### config.mk
export PLATFORM = sky130hd
export DESIGN_NAME = weight_loader
export DESIGN_NICKNAME = d
export VERILOG_FILES = /design/src/rtl/weight_loader_pkg.sv /design/src/rtl/weight_loader.sv
export SDC_FILE = /design/constraint.sdc
export NUM_CORES = 1
export LEC_CHECK = 0
export CORE_MARGIN = 1.5
export CORE_UTILIZATION = 49
export CTS_CLUSTER_SIZE = 28
export DETAILED_ROUTE_END_ITERATION = 12
export PLACE_DENSITY = 0.85
export SYNTH_ARGS = -nofsm -noshare
export SYNTH_HDL_FRONTEND = slang
export SYNTH_SLANG_ARGS = --single-unit
### constraint.sdc
create_clock -name clk -period 4.4 [get_ports clk]
set_input_delay 0.88 -clock clk [delete_from_list [all_inputs] [get_ports clk]]
set_output_delay 0.88 -clock clk [all_outputs]
set_load 0.05 [all_outputs]
### src/rtl/weight_loader_pkg.sv
// -----------------------------------------------------------------------------
// weight_loader_pkg
// Shared definitions for the weight loader: FSM state encoding, the load_err
// code values and a small helper used by the FSM.
//
// Contents:
//   state_t       - FSM state (IDLE=0, LOAD=1, DONE=2, ERR=3)
//   err_t         - 2-bit load error code
//   ERR_NONE      - 2'b00, no error
//   ERR_SHORT     - 2'b01, tlast arrived before the image was complete
//   ERR_LONG      - 2'b10, image filled without tlast on its final word
//   can_start()   - 1 for the states in which start is honoured
// -----------------------------------------------------------------------------
package weight_loader_pkg;

  typedef enum logic [1:0] {
    IDLE = 2'd0,
    LOAD = 2'd1,
    DONE = 2'd2,
    ERR  = 2'd3
  } state_t;

  typedef logic [1:0] err_t;

  localparam err_t ERR_NONE  = 2'b00;
  localparam err_t ERR_SHORT = 2'b01;
  localparam err_t ERR_LONG  = 2'b10;

  // start is only sampled while no load is in progress.
  function automatic logic can_start(input state_t s);
    return (s == IDLE) || (s == DONE) || (s == ERR);
  endfunction

endpackage

### src/rtl/weight_loader.sv
// -----------------------------------------------------------------------------
// weight_loader
// Streams one weight image from an AXI-Stream style input into NUM_BANKS
// interleaved weight banks. Beat k goes to bank (k mod NUM_BANKS) at word
// address (k / NUM_BANKS). The image must be exactly WEIGHT_LIMIT words with
// tlast on the final word; a short or long image ends in ERR.
//
// Parameters:
//   DATA_W       - stream / weight word width
//   ADDR_W       - per-bank write address width
//   WEIGHT_LIMIT - words per load image (>= 1)
//   NUM_BANKS    - number of weight banks, power of two in 1..16
//   AUTO_START   - 1: enter LOAD straight out of reset, 0: wait in IDLE
//
// Ports:
//   clk            in   single clock
//   rst            in   synchronous active-high reset
//   start          in   request a new load (honoured in IDLE/DONE/ERR only)
//   s_axis_tdata   in   weight word
//   s_axis_tvalid  in   beat valid
//   s_axis_tready  out  high exactly while in LOAD
//   s_axis_tlast   in   last beat of the image
//   weight_wr_data out  registered write data
//   weight_wr_addr out  registered word address within the selected bank
//   weight_wr_en   out  registered one-hot bank write strobe
//   word_count     out  beats accepted in the current load (saturating)
//   load_done      out  level, image loaded correctly
//   load_err       out  level, 01 short image, 10 long image, 00 none
//
// Handshake: a beat transfers on a rising clk edge where s_axis_tvalid and
// s_axis_tready are both 1. tready comes straight from the state register, so
// it never depends on tvalid; upstream must hold tdata/tlast stable while
// tvalid is high and tready is low (beats are never dropped in DONE/ERR).
// -----------------------------------------------------------------------------
module weight_loader
  import weight_loader_pkg::*;
#(
  parameter int DATA_W       = 32,
  parameter int ADDR_W       = 32,
  parameter int WEIGHT_LIMIT = 99678,
  parameter int NUM_BANKS    = 4,
  parameter bit AUTO_START   = 1'b1
) (
  input  logic                 clk,
  input  logic                 rst,
  input  logic                 start,
  input  logic [DATA_W-1:0]    s_axis_tdata,
  input  logic                 s_axis_tvalid,
  output logic                 s_axis_tready,
  input  logic                 s_axis_tlast,
  output logic [DATA_W-1:0]    weight_wr_data,
  output logic [ADDR_W-1:0]    weight_wr_addr,
  output logic [NUM_BANKS-1:0] weight_wr_en,
  output logic [31:0]          word_count,
  output logic                 load_done,
  output logic [1:0]           load_err
);

  // Number of low count bits that select the bank. With a single bank the
  // select field is empty, so the slice width is clamped to 1 and the decode
  // below is special-cased.
  localparam int BANK_SHIFT = $clog2(NUM_BANKS);
  localparam int BANK_W     = (NUM_BANKS > 1) ? BANK_SHIFT : 1;

  localparam logic [31:0] LIMIT    = 32'(WEIGHT_LIMIT);
  localparam logic [31:0] LAST_IDX = 32'(WEIGHT_LIMIT - 1);

  state_t state;

  // The index of the beat currently on the bus equals the number of beats
  // already accepted, so word_count doubles as the beat index k.
  logic                 last_word;
  logic [31:0]          bank_addr;
  logic [NUM_BANKS-1:0] bank_onehot;

  assign last_word = (word_count == LAST_IDX);

  // k / NUM_BANKS: NUM_BANKS is a power of two, so this is a plain shift.
  assign bank_addr = word_count >> BANK_SHIFT;

  // k mod NUM_BANKS: the low BANK_SHIFT bits of the count, decoded one-hot.
  if (NUM_BANKS == 1) begin : g_one_bank
    assign bank_onehot = 1'b1;
  end else begin : g_multi_bank
    always_comb begin
      bank_onehot = '0;
      bank_onehot[word_count[BANK_W-1:0]] = 1'b1;
    end
  end

  // Only the state register feeds tready; no path from tvalid.
  assign s_axis_tready = (state == LOAD);

  always_ff @(posedge clk) begin
    if (rst) begin
      state          <= AUTO_START ? LOAD : IDLE;
      word_count     <= '0;
      weight_wr_en   <= '0;
      weight_wr_data <= '0;
      weight_wr_addr <= '0;
      load_done      <= 1'b0;
      load_err       <= ERR_NONE;
    end else begin
      // Strobe is a single-cycle pulse; data/addr hold between writes.
      weight_wr_en <= '0;

      case (state)
        IDLE, DONE, ERR: begin
          if (can_start(state) && start) begin
            state      <= LOAD;
            word_count <= '0;
            load_done  <= 1'b0;
            load_err   <= ERR_NONE;
          end
        end

        LOAD: begin
          // tvalid low simply stalls: nothing below changes.
          if (s_axis_tvalid) begin
            weight_wr_en   <= bank_onehot;
            weight_wr_data <= s_axis_tdata;
            weight_wr_addr <= ADDR_W'(bank_addr);

            if (word_count != LIMIT) begin
              word_count <= word_count + 32'd1;
            end

            if (last_word) begin
              // Final word of the image: tlast decides good vs. long image.
              if (s_axis_tlast) begin
                state     <= DONE;
                load_done <= 1'b1;
              end else begin
                state    <= ERR;
                load_err <= ERR_LONG;
              end
            end else if (s_axis_tlast) begin
              state    <= ERR;
              load_err <= ERR_SHORT;
            end
          end
        end

        default: state <= IDLE;
      endcase
    end
  end

endmodule

# Word level (Yosys, flattened, before mapping)
# Index checks and enable logic that the tools add are counted.
# op_classes
n_addsub	1
n_lt_le_gt_ge	2
n_eq_ne	12
n_mux	23
bitwise	2
n_reduce_logical	12
# ops
op	n
two-way mux 32 bit	3
case mux 32 bit (2 select lines)	1
adder 32 x 1 -> 32 bit, second input constant	1
== test 32 x 17 -> 1 bit, second input constant	1
!= test 32 x 17 -> 1 bit, second input constant	1
two-way mux 2 bit	9
case mux 2 bit (2 select lines)	2
AND reduction 4 bit	2
two-way mux 1 bit	6
!= test 2 x 1 -> 1 bit, second input constant	3
AND reduction 3 bit	2
OR reduction 3 bit	2
== test 2 bit, second input constant	2
!= test 2 bit, second input constant	2
< comparator 2 x 3 -> 1 bit, second input constant	1
!= test 3 x 1 -> 1 bit, second input constant	1
!= test 3 bit, second input constant	1
demux 1 bit (select 2 bit)	1
== test 2 x 1 -> 1 bit, second input constant	1
>= comparator 2 x 1 -> 1 bit, second input constant	1
logical AND 1 bit	2
zero test 2 bit	1
logical OR 1 bit	2
inverter 1 bit	2
other kinds (2)	2
# word_totals
regBits	103
inputBits	37
out_inout_bits	104
wordCells	59

# Logic depth before layout (Yosys ltp)
# Gate-level depths: netlist of the first run.
# logic_depth
depth_word	6
ltp_mapped	8
ltp_nobuf	6

# Worst setup path after synthesis of the first run
# Ideal clock, no wire load.
# synth_timing
path_type	reg-to-reg
from	register word_count[2]
to	register word_count[26]
setup_time_ps	70
t_arrival_ps	2191
required_time_ps	4330
slack_ps	2139
path_stages_with_launch	7
n_path_buf	1
period_less_slack_ps	2261
path_cell_list	dfxtp_1 nand3_2 nor4_4 nand3_2 buf_6 or4_1 a21oi_1
# synth_via
elab_chain_len	4
word_cells_on_any_way	7
classes_between	add/sub (1); eq/ne (2); mux (3); reduce/logical (1)
# synth_lines
element	line	rtl
from (decl)	weight_loader.sv:54	output logic [31:0] word_count,
from (signal assigned)	weight_loader.sv:125	word_count <= word_count + 32'd1;
adder 32 x 1 -> 32 bit	weight_loader.sv:125	
two-way mux 32 bit	weight_loader.sv:124	if (word_count != LIMIT) begin
two-way mux 32 bit	weight_loader.sv:119	if (s_axis_tvalid) begin
case mux 32 bit (2 select lines)	weight_loader.sv:107	case (state)
# Several ways; a longest one is shown, not always the timed one. The select of a mux whose other input is x is not followed.
# A chain may end at the register's enable or synchronous reset.

# Worst setup path after layout of the first run
# layout_timing
from	register state[1]
to	output s_axis_tready
# layout_via
elab_chain_len	1
# layout_lines
element	line	rtl
from (decl)	weight_loader.sv:68	state_t state;
from (signal assigned)	weight_loader.sv:96	state <= AUTO_START ? LOAD : IDLE;
== test 2 x 1 -> 1 bit	weight_loader.sv:92	assign s_axis_tready = (state == LOAD);
to (decl)	weight_loader.sv:49	output logic s_axis_tready,
# Every way passes these cells.

==> out/qor.tcl, run 1 <==
set qor(wl_um) 11300
set qor(final_period_minus_worst_setup_slack_ns) 2.92
set qor(design.die.area_um2) 9200
set qor(pin_count_of_the_biggest_net_entering_global_routing) 73
set qor(yosysWarnings) 0
set qor(gp_congestion) 0.846
set qor(rsz0062_at_grt) {no}
set qor(cts_tree) {done}
set qor(vias_per_cell) 5.59
set qor(max_slew.worst_pin.slew_ns) 1.22
set qor(cpPeakStageDelay_ns) 0.85
set qor(yosys-top-cells-count) {141 x sky130_fd_sc_hd__nand2_1, 103 x sky130_fd_sc_hd__dfxtp_1, 89 x sky130_fd_sc_hd__a21oi_1}
set qor(layout.nets) 681
set qor(worstSetupEndpointType) {output pin}
set qor(worst-setup-path-type) {register to output pin}
set qor(finalWorstSetupSlack_ns) 1.48
set qor(grt.overflow.total) 0
set qor(vias) 4190
set qor(setup-violations-final) 0
set qor(ant_nets) 0
set qor(grt_first_pass_wirelength_um) 17700
set qor(clkTransAtPathRegs_ns) 0.09
set qor(yosys_most_used_dff) {sky130_fd_sc_hd__dfxtp_1}
set qor(cp-startpoint) {state[1]}
set qor(n_fill_cell) 649
set qor(core_um2) 8300
set qor(async_reset_ff_share_pct) 0
set qor(clock_path_buffers) 2
set qor(cts_setup_buffers) 0
set qor(synth_enable_flop_cells) 0
set qor(syn_area_per_cell_um2) 8.09
set qor(drive_above_1_share_pct) 4.50
set qor(ioPinCount) 141
set qor(dp_slack_ns) 1.19
set qor(critical_path.cell_chain) {nand2b_1, inv_1, clkdlybuf4s50_1}
set qor(max-slew-margin-rel_pct) 18.4
set qor(regToRegStartpoint) {word_count[18]}
set qor(htreeDepth) 3
set qor(drt-initial-drc-count) 244
set qor(hold_start) {weight_wr_data[8]}
set qor(rows) 33
set qor(first_global_vias) 3915
set qor(timing.critical_path.from_type) {register}
set qor(chipHeight_um) 95.9
set qor(yosysSeqAreaShare_pct) 48.8
set qor(io_buffers) 138
set qor(effective_utilization_at_floorplan_pct) 51.0
set qor(wire_per_inst_um) 15.1
set qor(result_of_the_run) {completed}
set qor(finalCritPeriodShare_pct) 66.4
set qor(ctsRootBufferMaster) {sky130_fd_sc_hd__clkbuf_8}
set qor(die_width_um) 95.9
set qor(cts.sinks) 103
set qor(worstPathMaxFanout) 7
set qor(power.density_nw_per_um2) 321
set qor(leakagePower_nw) 1.94
set qor(synth.ff_latch_count) 103
set qor(power.ir.vdd_worst_v) 0.000177
set qor(worst-endpoint-required_ns) 3.52
set qor(setup_tns_ns) 0
set qor(synth.most_common_cell) {sky130_fd_sc_hd__nand2_1}
set qor(post-synth-top-area-fraction_pct) 48.8
set qor(cts.repair.resized) 0
set qor(cts-buffers-inserted) 9
set qor(report.final.slew_viol_count) 0
set qor(finalHoldViolCount) 0
set qor(crit_path_top_delay_cell) {sky130_fd_sc_hd__clkdlybuf4s50_1}
set qor(post_synth_inst_count) 523
set qor(flow.area_growth_from_synthesis_pct) 37.4
set qor(first_pass_iters) 5
set qor(grt_use_total_pct) 24.4
set qor(max_freq_ghz) 0.342
set qor(antenna_violations_before_repair) 0
set qor(hold_buffers) 0
set qor(ys_types) 45
set qor(skew_ns) 0.0143
set qor(synth_top_cells_by_area) {sky130_fd_sc_hd__dfxtp_1 49%, sky130_fd_sc_hd__nand2_1 13%, sky130_fd_sc_hd__a21oi_1 11%, sky130_fd_sc_hd__o31ai_1 2.5%, sky130_fd_sc_hd__or4_1 2.1%}
set qor(clkLatencyLatePin_ns) 0.36
set qor(cap_violations) 0
set qor(largest_area_contributor_in_the_netlist) {sky130_fd_sc_hd__dfxtp_1}
set qor(timing.hold.worst.class) {register to register}
set qor(drcViolationCount) 0
set qor(hpwl_dp_um) 7750
set qor(mappedNetlistArea_um2) 4230
set qor(worst-endpoint-arrival_ns) 2.04
set qor(antenna_cells_inserted) 0
## metal layers
layer  track usage (%)  vias up  routed length, um
met2              42.8      144               5740
met1              28.9     1995               4760
li1                  -     2038                  -
met5                 0        -                  0
met4              9.68        0                154
met3              5.06       13                637
## power breakdown
group	switching [mW]	leakage, nW	internal, mW
clock	0.304	0.109	0.332
sequential	0.0131	0.836	0.954
combinational	0.176	0.998	0.0866
## registers in the layout (all words and copies together) (netlist names)
| signal | cells |
|---|---|
| load_done | 1 |
| weight_wr_en | 4 |
| state | 2 |
| weight_wr_addr | 30 |
| weight_wr_data | 32 |
| load_err | 2 |
| word_count | 32 |
## placed cells by master (no fill, tap or decap), drive strengths merged, types with 6 or more instances in the layout
master	Yosys	final
nor3	6	6
nand2	141	141
or3	9	9
nor2	17	17
o21ai	9	9
or4	13	13
nand3	11	11
a21oi	89	89
inv	13	13
nor4	8	8
dfxtp	103	103
clkbuf	22	11
nand4	14	14
o31ai	15	15
clkdlybuf4s50	0	137
## kinds of logic (layout without fill, tap and decap cells)
family	count (synthesis)	after routing	synth area share [%]
adder cells (fa/ha/maj)	4	4	1.18
flip-flops	103	103	48.8
XOR/XNOR	8	8	1.66
AO/OA/AOI/OAI	125	125	16.8
other	1	2	0.0887
AND/OR/NAND/NOR	234	234	26.6
buffers and inverters	48	168	4.94
## worst paths after layout
kind,cells after the start,to,slack [ns]
max,3,s_axis_tready,1.48
min,2,weight_wr_data[8],0.46
max reg2reg,5,word_count[4],1.69
min reg2reg,2,weight_wr_data[8],0.46
## layout make-up
cell class                      instances  area, um^2  share of cell area [%]
Timing Repair Buffer                  140        1390                    23.9
Multi-Input combinational cell        373        1970                    33.8
Clock inverter                          4        70.1                    1.21
Clock buffer                           11         141                    2.43
Tap cell                              105         131                    2.26
Inverter                               13        48.8                   0.840
Sequential cell                       103        2060                    35.5
## critical path, delay by kind of cell (launching register included)
family	cells	cell delay (ns)
and+or+nand+nor	1	0.25
DFF	1	0.34
buffers and inverters	2	1.09
## through the flow
stage	hold WS, ns	cell area (um^2)	instances	total power [mW]	util, %
after detailed placement	0.447	5600	734	1.25	67.5
after floorplan	0.443	4230	524	1.16	-
after CTS	0.460	5810	749	1.87	70.0
after global routing	0.482	5810	749	1.94	70.0
final	0.458	5810	749	1.86	70.0
after global placement	0.442	5600	734	1.24	67.5
Note: power is estimated with default switching activity, not from simulation.
==> run 2, diff against run 1 <==
--- a/config.mk
+++ b/config.mk
@@ -6,10 +6,10 @@
 export NUM_CORES = 1
 export LEC_CHECK = 0
 export CORE_MARGIN = 1.5
-export CORE_UTILIZATION = 49
+export CORE_UTILIZATION = 41
 export CTS_CLUSTER_SIZE = 28
 export DETAILED_ROUTE_END_ITERATION = 12
-export PLACE_DENSITY = 0.85
+export PLACE_DENSITY = 0.76
 export SYNTH_ARGS = -nofsm -noshare
 export SYNTH_HDL_FRONTEND = slang
 export SYNTH_SLANG_ARGS = --single-unit
==> constraint.sdc (replaced) <==
create_clock -name clk -period 2.4 [get_ports clk]
set_input_delay 0.48 -clock clk [delete_from_list [all_inputs] [get_ports clk]]
set_output_delay 0.48 -clock clk [all_outputs]
set_load 0.05 [all_outputs]
==> run 2 against run 1 <==
First-iteration DRC count decreased by 38%; combinational power increased by 92%; via count about the same; sequential share of layout area decreased by 1.2 points; clock power increased by 68%; wire length increased by 2.9%; power increased by 79%; design area increased by 3.4%; critical path type unchanged; critical endpoint is now word_count[21]; largest cell class unchanged; highest routed layer unchanged.
==> out/qor.tcl, run 2 (same netlist as run 1, synthesis figures left out) <==
set qor(ant_nets) 0 ;# unchanged
set qor(power.ir.vdd_worst_v) 0.000317 ;# was 0.000177 V
set qor(drt-initial-drc-count) 152 ;# was 244
set qor(max_freq_ghz) 0.451
set qor(hpwl_dp_um) 8260 ;# was 7750 um
set qor(grt_first_pass_wirelength_um) 19200 ;# was 17700 um
set qor(wl_um) 11600 ;# was 11300 um
set qor(effective_utilization_at_floorplan_pct) 42.7 ;# was 51.0%
set qor(rsz0062_at_grt) {no} ;# unchanged
set qor(power.density_nw_per_um2) 557 ;# was 321 nW/um^2
set qor(final_period_minus_worst_setup_slack_ns) 2.22
set qor(max_slew.worst_pin.slew_ns) 0.648 ;# was 1.22 ns
set qor(critical_path.cell_chain) {clkdlybuf4s50_1} ;# was nand2b_1, inv_1, clkdlybuf4s50_1
set qor(io_buffers) 138 ;# unchanged
set qor(cp.buffers_inverters) 1 ;# was 2
set qor(mostFrequentLayoutCells) {140 x sky130_fd_sc_hd__nand2_1, 136 x sky130_fd_sc_hd__clkdlybuf4s50_1, 103 x sky130_fd_sc_hd__dfxtp_1} ;# was 140 x sky130_fd_sc_hd__nand2_1, 137 x sky130_fd_sc_hd__clkdlybuf4s50_1, 103 x sky130_fd_sc_hd__dfxtp_1
set qor(drcViolationCount) 0 ;# unchanged
set qor(htreeDepth) 3 ;# unchanged
set qor(setup_tns_ns) 0 ;# unchanged
set qor(vias) 4189 ;# was 4190
set qor(pin_count_of_the_biggest_net_entering_global_routing) 64 ;# was 73
set qor(skew_ns) 0.0110 ;# was 0.0143 ns
set qor(vias_per_cell) 5.23 ;# was 5.59
set qor(antenna_cells_inserted) 0 ;# unchanged
set qor(die_width_um) 105 ;# was 95.9 um
set qor(hold_buffers) 0 ;# unchanged
set qor(rows) 36 ;# was 33
set qor(cts-buffers-inserted) 9 ;# unchanged
set qor(ctsRootBufferMaster) {sky130_fd_sc_hd__clkbuf_8} ;# unchanged
set qor(fin_util_pct) 60.6 ;# was 70.0%
set qor(worst-endpoint-arrival_ns) 1.74 ;# was 2.04 ns
set qor(cap_violations) 0 ;# unchanged
set qor(ff2ff_setup_slack_ns) 0.26 ;# was 1.69 ns
set qor(grt_use_total_pct) 21.5 ;# was 24.4%
set qor(setup-violations-final) 0 ;# unchanged
set qor(gp_congestion) 0.809 ;# was 0.846
set qor(ioPinCount) 141 ;# unchanged
set qor(cp_top_family) {buffers and inverters} ;# unchanged
set qor(cts.sinks) 103 ;# unchanged
set qor(worstSetupEndpointType) {output pin} ;# unchanged
set qor(top_regs) {weight_wr_data: 32 flops, word_count: 32 flops, weight_wr_addr: 30 flops} ;# unchanged
set qor(total_power_mw) 3.35 ;# was 1.86 mW
set qor(result_of_the_run) {completed} ;# unchanged
set qor(timing.critical_path.from_type) {register} ;# unchanged
set qor(cpPeakStageDelay_ns) 0.87 ;# was 0.85 ns
set qor(design.die.area_um2) 10900 ;# was 9200 um^2
set qor(clkTransAtPathRegs_ns) 0.09 ;# about the same
set qor(first_pass_iters) 4 ;# was 5
set qor(layout.nets) 704 ;# was 681
set qor(cts_tree) {done} ;# unchanged
set qor(fin_worst_hold_slack_ns) 0.457 ;# was 0.458 ns
set qor(drive_above_1_share_pct) 7.93 ;# was 4.50%
set qor(finalHoldViolCount) 0 ;# unchanged
set qor(grt.overflow.total) 0 ;# unchanged
set qor(flow.area_growth_from_synthesis_pct) 42.0 ;# was 37.4%
set qor(core_um2) 9910 ;# was 8300 um^2
set qor(worst-setup-path-type) {register to output pin} ;# unchanged
set qor(chipHeight_um) 105 ;# was 95.9 um
set qor(wire_per_inst_um) 14.5 ;# was 15.1 um
set qor(clkLatencyLatePin_ns) 0.36 ;# about the same
set qor(first_global_vias) 4052 ;# was 3915
set qor(worst-endpoint-required_ns) 1.92 ;# was 3.52 ns
set qor(worstPathMaxFanout) 9 ;# was 7
set qor(report.final.slew_viol_count) 0 ;# unchanged
set qor(finalCritPeriodShare_pct) 92.5
set qor(mostFrequentLayoutCell) {sky130_fd_sc_hd__nand2_1} ;# unchanged
set qor(crit_path_top_delay_cell) {sky130_fd_sc_hd__clkdlybuf4s50_1} ;# unchanged
set qor(leakagePower_nw) 2.04 ;# was 1.94 nW
set qor(timing.hold.worst.class) {register to register} ;# unchanged
set qor(clock_path_buffers) 2 ;# unchanged
set qor(antenna_violations_before_repair) 0 ;# unchanged
set qor(max-slew-margin-rel_pct) 56.8 ;# was 18.4%
run 2: cell types whose count changed in the layout (fill, tap and decap cells not counted), sizes merged:
cell and change:
bufinv -1, clkinvlp +2, clkdlybuf4s50 -1, buf +24
run 2: final timing paths:
kind,startpoint,endpoint,depth (start not counted)
setup / recovery,word_count[21],word_count[21],1
hold / removal,weight_wr_data[6],weight_wr_data[6],2
hold reg to reg,weight_wr_data[6],weight_wr_data[6],2
setup reg to reg,word_count[19],state[0],5
run 2: timing repair:
action / CTS / global route
resized for setup: 0 / 0
buffers inserted: 0 / 2
endpoints found under the setup margin: 0 / 2
run 2: final cells by class:
| type | count | area (um^2) |
|---|---|---|
| fill | 891 | 3900 |
| sequential | 103 | 2060 |
| multi-input combinational | 373 | 1970 |
| timing repair buffer | 163 | 1570 |
| tap | 133 | 166 |
| clock buffer | 11 | 131 |
| clock inverter | 5 | 58.8 |
| inverter | 13 | 48.8 |
run 2: report_power, final:
group          switching [mW]  internal, mW
Clock                   0.587         0.484
Combinational           0.327         0.177
Sequential             0.0236          1.75
Total                   0.937          2.41
run 2: through the flow:
step	instance area, um^2	std cells	setup slack, ns
after floorplan	4230	524	0.139
after global placement	5800	783	0.0799
after detailed placement	5800	783	0.0373
after CTS	5990	799	0.160
after global routing	6010	801	0.103
final	6010	801	0.181
run 2: routing by layer:
layer	vias up	track usage, %	share of wire, %
met2	106	37.1	50
met4	0	6.55	0.95
li1	2078	-	-
met3	7	5.43	5.3
met1	1998	26.2	44
met5	-	0	0
==> run 3, diff against run 2 <==
--- a/config.mk
+++ b/config.mk
@@ -5,11 +5,13 @@
 export SDC_FILE = /design/constraint.sdc
 export NUM_CORES = 1
 export LEC_CHECK = 0
+export CELL_PAD_IN_SITES_DETAIL_PLACEMENT = 0
+export CELL_PAD_IN_SITES_GLOBAL_PLACEMENT = 1
 export CORE_MARGIN = 1.5
-export CORE_UTILIZATION = 41
+export CORE_UTILIZATION = 29
 export CTS_CLUSTER_SIZE = 28
 export DETAILED_ROUTE_END_ITERATION = 12
-export PLACE_DENSITY = 0.76
+export PLACE_DENSITY_LB_ADDON = 0.1
 export SYNTH_ARGS = -nofsm -noshare
 export SYNTH_HDL_FRONTEND = slang
 export SYNTH_SLANG_ARGS = --single-unit
==> run 3 against run 2 <==
Worst setup slack improved by 0.0050 ns; global-route usage down 4.4 points; clock power rose by 37%; register-to-register slack got worse by 0.02 ns; clock-buffer cell count is 1 higher; fmax increased by 0.22%; design area grew 4.6%; power grew 12%; core utilization decreased by 16 points; combinational power rose by 3%; largest cell class unchanged; critical path type unchanged.
==> out/qor.tcl, run 3 (same netlist as run 1, synthesis figures left out) <==
set qor(ioPinCount) 141 ;# unchanged
set qor(cts-buffers-inserted) 9 ;# unchanged
set qor(report.final.slew_viol_count) 0 ;# unchanged
set qor(worst-endpoint-required_ns) 1.92 ;# about the same
set qor(top_regs) {weight_wr_data: 32 flops, word_count: 32 flops, weight_wr_addr: 30 flops} ;# unchanged
set qor(grt.overflow.total) 0 ;# unchanged
set qor(max-slew-margin-rel_pct) 59.8 ;# was 56.8%
set qor(hold_start) {weight_wr_data[17]} ;# was weight_wr_data[6]
set qor(mostFrequentLayoutCell) {sky130_fd_sc_hd__nand2_1} ;# unchanged
set qor(clock_path_buffers) 2 ;# unchanged
set qor(leakagePower_nw) 2.18 ;# was 2.04 nW
set qor(vias_per_cell) 4.89 ;# was 5.23
set qor(finalHoldViolCount) 0 ;# unchanged
set qor(cts_setup_buffers) 0 ;# unchanged
set qor(first_global_vias) 3925 ;# was 4052
set qor(cp.buffers_inverters) 1 ;# unchanged
set qor(htreeDepth) 3 ;# unchanged
set qor(ant_nets) 0 ;# unchanged
set qor(power.ir.vdd_worst_v) 0.000304 ;# was 0.000317 V
set qor(cts_tree) {done} ;# unchanged
set qor(grt_use_total_pct) 17.1 ;# was 21.5%
set qor(antenna_cells_inserted) 0 ;# unchanged
set qor(die_width_um) 124 ;# was 105 um
set qor(wire_per_inst_um) 14.6 ;# was 14.5 um
set qor(skew_ns) 0.00603 ;# was 0.0110 ns
set qor(clkTransAtPathRegs_ns) 0.07 ;# was 0.09 ns
set qor(chipHeight_um) 124 ;# was 105 um
set qor(core_um2) 14000 ;# was 9910 um^2
set qor(critical_path.cell_chain) {clkdlybuf4s50_1} ;# unchanged
set qor(hold_buffers) 0 ;# unchanged
set qor(flow.area_growth_from_synthesis_pct) 48.6 ;# was 42.0%
set qor(cp-startpoint) {word_count[23]} ;# was word_count[21]
set qor(antenna_violations_before_repair) 0 ;# unchanged
set qor(max_freq_ghz) 0.452 ;# was 0.451 GHz
set qor(gp_congestion) 0.798 ;# was 0.809
set qor(drive_above_1_share_pct) 9.82 ;# was 7.93%
set qor(cp_top_family) {buffers and inverters} ;# unchanged
set qor(io_buffers) 138 ;# unchanged
set qor(layout.nets) 718 ;# was 704
set qor(ff2ff_setup_slack_ns) 0.24 ;# was 0.26 ns
set qor(hpwl_dp_um) 9030 ;# was 8260 um
set qor(cell_depth_of_the_worst_setup_path) 1 ;# unchanged
set qor(vias) 4211 ;# was 4189
set qor(rows) 43 ;# was 36
set qor(ctsRootBufferMaster) {sky130_fd_sc_hd__clkbuf_16} ;# was sky130_fd_sc_hd__clkbuf_8
set qor(max_slew.worst_pin.slew_ns) 0.603 ;# was 0.648 ns
set qor(cap_violations) 0 ;# unchanged
set qor(clkLatencyLatePin_ns) 0.35 ;# was 0.36 ns
set qor(first_pass_iters) 4 ;# unchanged
set qor(cpPeakStageDelay_ns) 0.88 ;# was 0.87 ns
set qor(hold_critical_path_endpoint) {weight_wr_data[17]} ;# was weight_wr_data[6]
set qor(setup-violations-final) 0 ;# unchanged
set qor(rsz0062_at_grt) {no} ;# unchanged
set qor(grt_first_pass_wirelength_um) 20200 ;# was 19200 um
set qor(drt-initial-drc-count) 196 ;# was 152
set qor(crit-reg2reg-capture) {word_count[15]} ;# was state[0]
set qor(setup_tns_ns) 0 ;# unchanged
set qor(cts.sinks) 103 ;# unchanged
set qor(worst-endpoint-arrival_ns) 1.73 ;# was 1.74 ns
set qor(number_of_cells_on_the_worst_reg_to_reg_path) 6 ;# was 5
set qor(result_of_the_run) {completed} ;# unchanged
set qor(design.die.area_um2) 15300 ;# was 10900 um^2
set qor(regToRegStartpoint) {word_count[9]} ;# was word_count[19]
set qor(power.density_nw_per_um2) 599 ;# was 557 nW/um^2
set qor(cts.repair.resized) 0 ;# unchanged
set qor(worst-setup-path-type) {register to output pin} ;# unchanged
set qor(mostFrequentLayoutCells) {140 x sky130_fd_sc_hd__nand2_1, 136 x sky130_fd_sc_hd__clkdlybuf4s50_1, 103 x sky130_fd_sc_hd__dfxtp_1} ;# unchanged
set qor(timing.critical_path.from_type) {register} ;# unchanged
set qor(worstSetupEndpointType) {output pin} ;# unchanged
set qor(finalCritPeriodShare_pct) 92.3 ;# was 92.5%
set qor(timing.hold.worst.class) {register to register} ;# unchanged
set qor(hold-path-cell-count) 2 ;# unchanged
set qor(worstPathMaxFanout) 7 ;# was 9
set qor(pin_count_of_the_biggest_net_entering_global_routing) 48 ;# was 64
set qor(final_period_minus_worst_setup_slack_ns) 2.21 ;# was 2.22 ns
set qor(total_power_mw) 3.76 ;# was 3.35 mW
set qor(wl_um) 12600 ;# was 11600 um
set qor(crit_path_top_delay_cell) {sky130_fd_sc_hd__clkdlybuf4s50_1} ;# unchanged
set qor(drcViolationCount) 0 ;# unchanged
set qor(effective_utilization_at_floorplan_pct) 30.1 ;# was 42.7%
-- run 3: power by group --
| part | internal (mW) | leakage (nW) | switching [mW] | total [mW] |
|---|---|---|---|---|
| Clock | 0.833 | 0.146 | 0.639 | 1.47 |
| Sequential | 1.75 | 0.836 | 0.0231 | 1.77 |
| Combinational | 0.186 | 1.19 | 0.334 | 0.520 |
-- run 3: layer usage --
metal,wire length [um],up-vias,track usage [%]
li1,-,2118,-
met5,0,-,0
met3,798,11,4.72
met2,6010,109,27.5
met1,5600,1973,21.7
met4,191,0,6.68
-- run 3: layout make-up --
type | count | area [um^2]
clock buffer | 12 | 246
clock inverter | 4 | 45.0
fill | 1421 | 7760
inverter | 13 | 48.8
multi-input combinational | 373 | 1970
sequential | 103 | 2060
tap | 180 | 225
timing repair buffer | 177 | 1690
-- run 3: through the flow --
stage	instance area (um^2)	setup WS, ns	hold WS [ns]	cells	util (%)
after global placement	5990	0.0551	0.441	846	42.7
after global routing	6280	0.0416	0.471	862	44.8
after CTS	6280	0.183	0.456	862	44.8
after floorplan	4230	0.139	0.443	524	-
final	6280	0.186	0.453	862	44.8
after detailed placement	5990	0.0156	0.446	846	42.7
-- run 3: worst max path at each step --
stage                          end  slack, ns
detailed placement  word_count[23]       0.02
floorplan           word_count[26]       0.14
CTS                 word_count[23]       0.18
finish              word_count[23]       0.19
global placement    word_count[30]       0.06
global route         word_count[4]       0.04
